## config.mk

```make
export PLATFORM = sky130hd
export DESIGN_NAME = audio_pwm_out
export DESIGN_NICKNAME = d
export VERILOG_FILES = /design/src/rtl/audio_pwm_out.sv
export SDC_FILE = /design/constraint.sdc
export NUM_CORES = 1
export LEC_CHECK = 0
export CORE_MARGIN = 2
export CORE_UTILIZATION = 57
export DETAILED_ROUTE_END_ITERATION = 12
export PLACE_DENSITY = 0.83
export SYNTH_ARGS = -nofsm -noshare
export SYNTH_HDL_FRONTEND = slang
export SYNTH_SLANG_ARGS = --single-unit
export TNS_END_PERCENT = 50
```

## constraint.sdc

```tcl
create_clock -name clk_i -period 3.6 [get_ports clk_i]
set_clock_uncertainty 0.2 [all_clocks]
set_input_delay 0.54 -clock clk_i [delete_from_list [all_inputs] [get_ports clk_i]]
set_output_delay 0.54 -clock clk_i [all_outputs]
set_load 0.02 [all_outputs]
```

## src/rtl/audio_pwm_out.sv

```systemverilog
// rtl/audio_pwm_out.sv - 8-bit audio PWM output with sample FIFO
// One duty sample is consumed per 256-cycle PWM period, taken at the last count of the period.
module audio_pwm_out #(
  parameter int         FIFO_DEPTH = 4,
  parameter logic [7:0] IDLE_LEVEL = 8'h80
) (
  input  logic                        clk_i,
  input  logic                        rstn_i,
  input  logic                        en_i,
  input  logic                        sample_valid_i,
  input  logic [7:0]                  sample_data_i,
  output logic                        sample_ready_o,
  output logic                        pwm_o,
  output logic                        period_start_o,
  output logic                        underrun_o,
  output logic [$clog2(FIFO_DEPTH):0] fifo_level_o
);

  localparam int AW = $clog2(FIFO_DEPTH);
  localparam int LW = AW + 1;
  localparam logic [LW-1:0] FULL_LEVEL = LW'(FIFO_DEPTH);

  logic [7:0]    r_cnt;
  logic [7:0]    r_duty;
  logic [7:0]    r_mem [FIFO_DEPTH];
  logic [AW-1:0] r_wr_ptr;
  logic [AW-1:0] r_rd_ptr;
  logic [LW-1:0] r_level;
  logic          r_live;

  logic w_en;
  logic w_full;
  logic w_empty;
  logic w_wrap;
  logic w_push;
  logic w_pop;
  logic w_underrun;

  // r_live holds the block quiet for the first cycle after reset, whatever en_i says.
  assign w_en       = en_i & rstn_i & r_live;
  assign w_full     = (r_level == FULL_LEVEL);
  assign w_empty    = (r_level == '0);
  assign w_wrap     = (r_cnt == 8'hFF);
  assign w_push     = w_en & sample_valid_i & ~w_full;
  assign w_pop      = w_en & w_wrap & ~w_empty;
  assign w_underrun = w_en & w_wrap & w_empty;

  always_ff @(posedge clk_i) begin
    if (!rstn_i) begin
      r_live   <= 1'b0;
      r_cnt    <= 8'd0;
      r_duty   <= IDLE_LEVEL;
      r_level  <= '0;
      r_wr_ptr <= '0;
      r_rd_ptr <= '0;
    end else begin
      r_live <= 1'b1;
      if (!w_en) begin
        r_cnt    <= 8'd0;
        r_duty   <= IDLE_LEVEL;
        r_level  <= '0;
        r_wr_ptr <= '0;
        r_rd_ptr <= '0;
      end else begin
        r_cnt <= r_cnt + 8'd1;
        if (w_pop) begin
          r_duty   <= r_mem[r_rd_ptr];
          r_rd_ptr <= r_rd_ptr + AW'(1);
        end
        if (w_push) begin
          r_wr_ptr <= r_wr_ptr + AW'(1);
        end
        case ({w_push, w_pop})
          2'b10:   r_level <= r_level + LW'(1);
          2'b01:   r_level <= r_level - LW'(1);
          default: r_level <= r_level;
        endcase
      end
    end
  end

  // Storage needs no reset; occupancy is tracked by the pointers and level alone.
  always_ff @(posedge clk_i) begin
    if (w_push) begin
      r_mem[r_wr_ptr] <= sample_data_i;
    end
  end

  assign sample_ready_o = w_en & ~w_full;
  assign pwm_o          = w_en & (r_cnt < r_duty);
  assign period_start_o = w_en & (r_cnt == 8'd0);
  assign underrun_o     = w_underrun;
  assign fifo_level_o   = rstn_i ? r_level : '0;

endmodule

```

==> results of run 1 <==
registers in the layout, indices dropped and copies added (netlist names):
name / flops
r_cnt: 8
r_duty: 8
r_level: 3
r_live: 1
r_mem: 32
r_rd_ptr: 2
r_wr_ptr: 2
metrics by stage:
stage | util [%] | setup WS (ps) | cell area [µm²] | cells
floorplan | - | 615 | 2460 | 186
global placement | 66.3 | 431 | 2710 | 254
detailed placement | 66.3 | 315 | 2710 | 254
CTS | 68.6 | 238 | 2810 | 262
global route | 68.6 | 71.9 | 2810 | 262
finish | 68.6 | 270 | 2810 | 262
layout make-up:
cell class	instances	area, µm²	area share (%)
tap	50	62.6	2.23
timing repair buffer	23	218	7.76
multi-input combinational	101	898	32.0
inverter	24	90.1	3.21
clock inverter	3	26.3	0.937
clock buffer	5	68.8	2.45
sequential	56	1440	51.4
worst min-delay path: cells and delay by family (launching register included):
kind            cells  cell delay (ps)
compound gates      1               70
flops               1              330
simple gates        1               70
cell usage in the layout, fill, tap and decap left out, drive strengths merged, types with 3 or more instances in the layout:
cell / netlist / routed
a21oi: 4 / 4
and2: 8 / 8
buf: 2 / 5
clkbuf: 3 / 5
clkdlybuf4s50: 0 / 18
dfxtp: 24 / 24
edfxtp: 32 / 32
ha: 14 / 14
inv: 24 / 25
mux4: 8 / 8
nand2: 7 / 7
nand3: 3 / 3
nor2: 14 / 14
o32ai: 6 / 6
or3: 3 / 3
xnor2: 4 / 4
xor2: 6 / 6
power breakdown:
group          total (mW)  switching [mW]  internal (mW)
Combinational      0.0364          0.0170         0.0194
Clock               0.341           0.199          0.142
Sequential          0.680         0.00177          0.678
kinds of logic after synthesis:
family,count (synthesis)
buf+inv,29
flops,56
fa+ha+maj,15
xor+xnor,10
simple gates,46
compound gates,22
mux,8
per-layer routing:
| layer | vias up | track usage, % |
|---|---|---|
| li1 | 717 | - |
| met1 | 745 | 21.0 |
| met2 | 37 | 36.8 |
| met3 | 4 | 3.49 |
| met4 | 0 | 6.84 |
| met5 | - | 0 |
final timing paths:
check	from	to	slack, ps	cells after the start
worst max-delay path	r_cnt[1]	pwm_o	270	6
worst min-delay path	r_duty[0]	r_duty[0]	300	2
worst max register to register	r_cnt[0]	r_level[2]	480	11
worst min register to register	r_duty[0]	r_duty[0]	300	2
==> results.tsv, run 1 <==
metric	value	unit
status	finished clean	
mux cell area share after synthesis	7.33	%
delay-heaviest family, CP	buffers and inverters	
Peak VDD IR	0.301	mV
area delta synth->final	14.2	%
Slew headroom	53.0	%
Yosys cell types	40	
CP arrival	2590	ps
TritonCTS clock tree	built	
top sig layer	met4	
top cells by area, synth	edfxtp_1 (39%), dfxtp_1 (20%), mux4_2 (7.3%), ha_1 (7.1%), inv_1 (3.7%)	
CTS max path bufs	2	
final antenna-violating net count	0	
Sink Count	56	
HPWL Detailed	3170	µm
drt first pass iters	4	
Mapped Nets	213	
Worst Hold Class	flip-flop to flip-flop	
Initial Util	60.1	%
EDFF count, synth	32	
WL met3	133	µm
met2 wire len	2380	µm
global-route wire length before repair	7290	µm
Root Driver	clkbuf_8	
clock slew at reported path FFs	100	ps
post-CTS setup buffer count	0	
Yosys reg bits	56	
Slowest-stage cell, CP	clkdlybuf4s50_1	
top-count cell post-synth	edfxtp_1	
die area	4850	µm²
Compound-Gate Fraction of Synth Area	6.98	%
WL final	4290	µm
port bufs	18	
CP peak stage delay	680	ps
main combinational cell family by area after synthesis	simple AND/OR/NAND/NOR gates	
WL met1	1730	µm
post-synth top area cell	edfxtp_1	
Hold-fix buffers, CTS	0	
CP Buf/Inv Count	1	
Final Critical Period	3330	ps
largest net degree at the start of global routing	20	
Chip Height	69.7	µm
simple-gate share of the synthesized area	10.7	%
Mapped Cells	186	
Layout Nets	238	
Via-to-Cell Ratio	5.74	
RSZ-0062 raised after global routing	false	
IO Pins	19	
Rows	23	
Setup CP Type	flip-flop to output pin	
clk_lat worst skew	300	ps
required time of the critical path	2860	ps
Post-Synth XOR/XNOR Area	3.56	%
Total GRT Usage	19.2	%
Mean Syn Cell Area	13.2	µm²
Slew Viols, Final	0	
routability congestion estimate	0.771	
htree depth	2	
pwr dens	377	nW/µm²
initial antenna violation count	0	
Setup TNS Final	0	ps
critical-path cell list	ha_1 -> or3b_2 -> o2111ai_1 -> a31oi_1 -> a2111oi_0 -> clkdlybuf4s50_1	
post-synthesis async set-or-reset flop share	0	%
vias in the first global route	1580	
share of post-route cells with drive strength above 1	13.2	%
grt total ovfl	0	
Final Power	1.06	mW
Die X	69.7	µm
routed len/inst	16.4	µm
Critical Path Source Type	flip-flop	
sequential share of the synthesized area	58.7	%
via count	1503	
Fmax	300	MHz
Yosys warning total	0	
CTS Buf Count	5	
top cells by count, synth	edfxtp_1 (32), dfxtp_1 (24), inv_1 (24)	
residual DRC count	0	
# diodes	0	
top_reg_cell synth	edfxtp_1	
WHS	299	ps
adder-cell share of the synthesized area	7.94	%
Slew @ Worst Pin	701	ps
Post-CTS Resized	0	
Tcrit/Tclk final	92.5	%
maxcap violations	0	
fill cell count	295	
Crit. End Element	output pin	
leak pwr	0.957	nW
Core ar.	4090	µm²
final hold vios	0	
final setup vio count	0	
Syn Std Cell Area	2460	µm²
top-area cell type share of the netlist area	39.1	%
initial detailed-routing violation count	91	
Max FO, Critical Path	5	
Note: power is estimated with default switching activity, not from simulation.
==> run 2, diff against run 1 <==
RECOVER_POWER = 25   (was not set)
==> results.tsv, run 2 (synthesis results as in run 1) <==
metric	value	unit	change
via count	1503		unchanged
Fmax	300	MHz	unchanged
Die X	69.7	µm	unchanged
initial detailed-routing violation count	91		unchanged
Setup TNS Final	0	ps	unchanged
Setup CP Type	flip-flop to output pin		unchanged
maxcap violations	0		unchanged
final setup vio count	0		unchanged
Final Power	1.06	mW	about the same
port bufs	18		unchanged
RSZ-0062 raised after global routing	false		unchanged
status	finished clean		unchanged
CP Buf/Inv Count	1		unchanged
largest net degree at the start of global routing	20		unchanged
Via-to-Cell Ratio	5.74		unchanged
sequential share of power	64.4	%	was 64.3%
Slew @ Worst Pin	701	ps	unchanged
Largest Register	r_mem		unchanged
Rows	23		unchanged
residual DRC count	0		unchanged
WL final	4290	µm	about the same
Slew Viols, Final	0		unchanged
Finished Cell Area	2810	µm²	unchanged
required time of the critical path	2860	ps	about the same
Comb power frac	3.3	%	was 3.4%
# diodes	0		unchanged
sw frac	20.7	%	was 20.6%
share of post-route cells with drive strength above 1	13.2	%	unchanged
Worst Hold Class	flip-flop to flip-flop		unchanged
initial antenna violation count	0		unchanged
r2r startpoint	r_cnt[0]		unchanged
Core ar.	4090	µm²	unchanged
grt total ovfl	0		unchanged
routed len/inst	16.4	µm	about the same
Post-CTS Resized	0		unchanged
Total GRT Usage	19.2	%	unchanged
Largest register FFs	32		unchanged
Clk pwr share	32.3	%	about the same
CP arrival	2590	ps	about the same
vias in the first global route	1580		unchanged
die area	4850	µm²	unchanged
Max FO, Critical Path	5		unchanged
Slew headroom	53.0	%	unchanged
CTS max path bufs	2		unchanged
HPWL Detailed	3170	µm	unchanged
clock slew at reported path FFs	100	ps	about the same
r2r endpoint	r_level[2]		unchanged
Sink Count	56		unchanged
post-CTS setup buffer count	0		unchanged
Hold-fix buffers, CTS	0		unchanged
final antenna-violating net count	0		unchanged
Layout Nets	238		unchanged
area delta synth->final	14.2	%	unchanged
Regs by FF count	r_mem (32), r_cnt (8), r_duty (8)		unchanged
final hold vios	0		unchanged
critical-path cell list	ha_1 -> or3b_2 -> o2111ai_1 -> a31oi_1 -> a2111oi_0 -> clkdlybuf4s50_1		unchanged
instance count on the critical path	6		unchanged
P_int	0.838	mW	was 0.839 mW
most frequent cells in the layout	edfxtp_1 (32), inv_1 (24), dfxtp_1 (24)		unchanged
Worst Min Path Start	r_duty[0]		unchanged
worst hold endpoint	r_duty[0]		unchanged
clk_lat worst skew	300	ps	about the same
Peak VDD IR	0.301	mV	about the same
routability congestion estimate	0.771		unchanged
Cell Area, Placed	2710	µm²	unchanged
depth of the most critical reg-to-reg path	11		unchanged
Initial Util	60.1	%	unchanged
CTS Buf Count	5		unchanged
pwr dens	376	nW/µm²	was 377 nW/µm²
hold path cells	2		unchanged
Final Critical Period	3330	ps	unchanged
Chip Height	69.7	µm	unchanged
Root Driver	clkbuf_8		unchanged
global-route wire length before repair	7290	µm	unchanged
Crit. End Element	output pin		unchanged
delay-heaviest family, CP	buffers and inverters		unchanged
leak pwr	0.959	nW	was 0.957 nW
Slowest-stage cell, CP	clkdlybuf4s50_1		unchanged
htree depth	2		unchanged
drt first pass iters	4		unchanged
TritonCTS clock tree	built		unchanged
most common cell after layout, fill and taps aside	edfxtp_1		unchanged
r2r setup slk	480	ps	about the same
net load switching power	0.218	mW	about the same
IO Pins	19		unchanged
CP peak stage delay	680	ps	about the same
Critical Path Source Type	flip-flop		unchanged
Tcrit/Tclk final	92.5	%	unchanged
-- run 2: changes by cell type in the layout (fill, tap and decap cells not counted), sizes merged --
cell and change:
dlygate4sd3 +7, clkdlybuf4s50 -7
-- run 2: worst max-delay path by stage --
stage,slack (ps),startpoint,to
finish,270,r_cnt[1],pwm_o
global route,70,r_cnt[1],pwm_o
CTS,240,r_cnt[1],pwm_o
detailed placement,310,rstn_i,r_level[2]
global placement,430,rstn_i,pwm_o
floorplan,620,r_cnt[1],pwm_o
-- run 2: power groups by stage --
stage | registers (mW) | clock network [mW] | logic (mW)
after floorplan | 0.694 | 0 | 0.0129
after global placement | 0.694 | 0 | 0.0344
after detailed placement | 0.694 | 0 | 0.0365
after CTS | 0.680 | 0.354 | 0.0367
after global routing | 0.680 | 0.378 | 0.0380
final | 0.680 | 0.341 | 0.0349
-- run 2: tightest hold or removal path, stage by stage, from the launching register on --
cell and delay (ps):
dfxtp_1 330, nand2_1 70, o22ai_2 70
-- run 2: final cells by class --
class	count	area (µm²)
Sequential cell	56	1440
Fill cell	295	1280
Multi-Input combinational cell	101	898
Timing Repair Buffer	23	218
Inverter	24	90.1
Clock buffer	5	68.8
Tap cell	50	62.6
Clock inverter	3	26.3
-- run 2: stage by stage --
stage          hold slack, ps  instances  util, %  setup slack (ps)
5_1_grt                   329        262     68.6              71.9
4_1_cts                   302        262     68.6               238
3_3_place_gp              273        254     66.3               431
6_report                  299        262     68.6               270
3_5_place_dp              282        254     66.3               315
2_1_floorplan             245        186        -               615
-- run 2: layer usage --
metal	part of all wire, %	global-route usage, %
met1	40	21.0
met2	55	36.8
met3	3.1	3.49
met4	1.0	6.84
met5	0	0
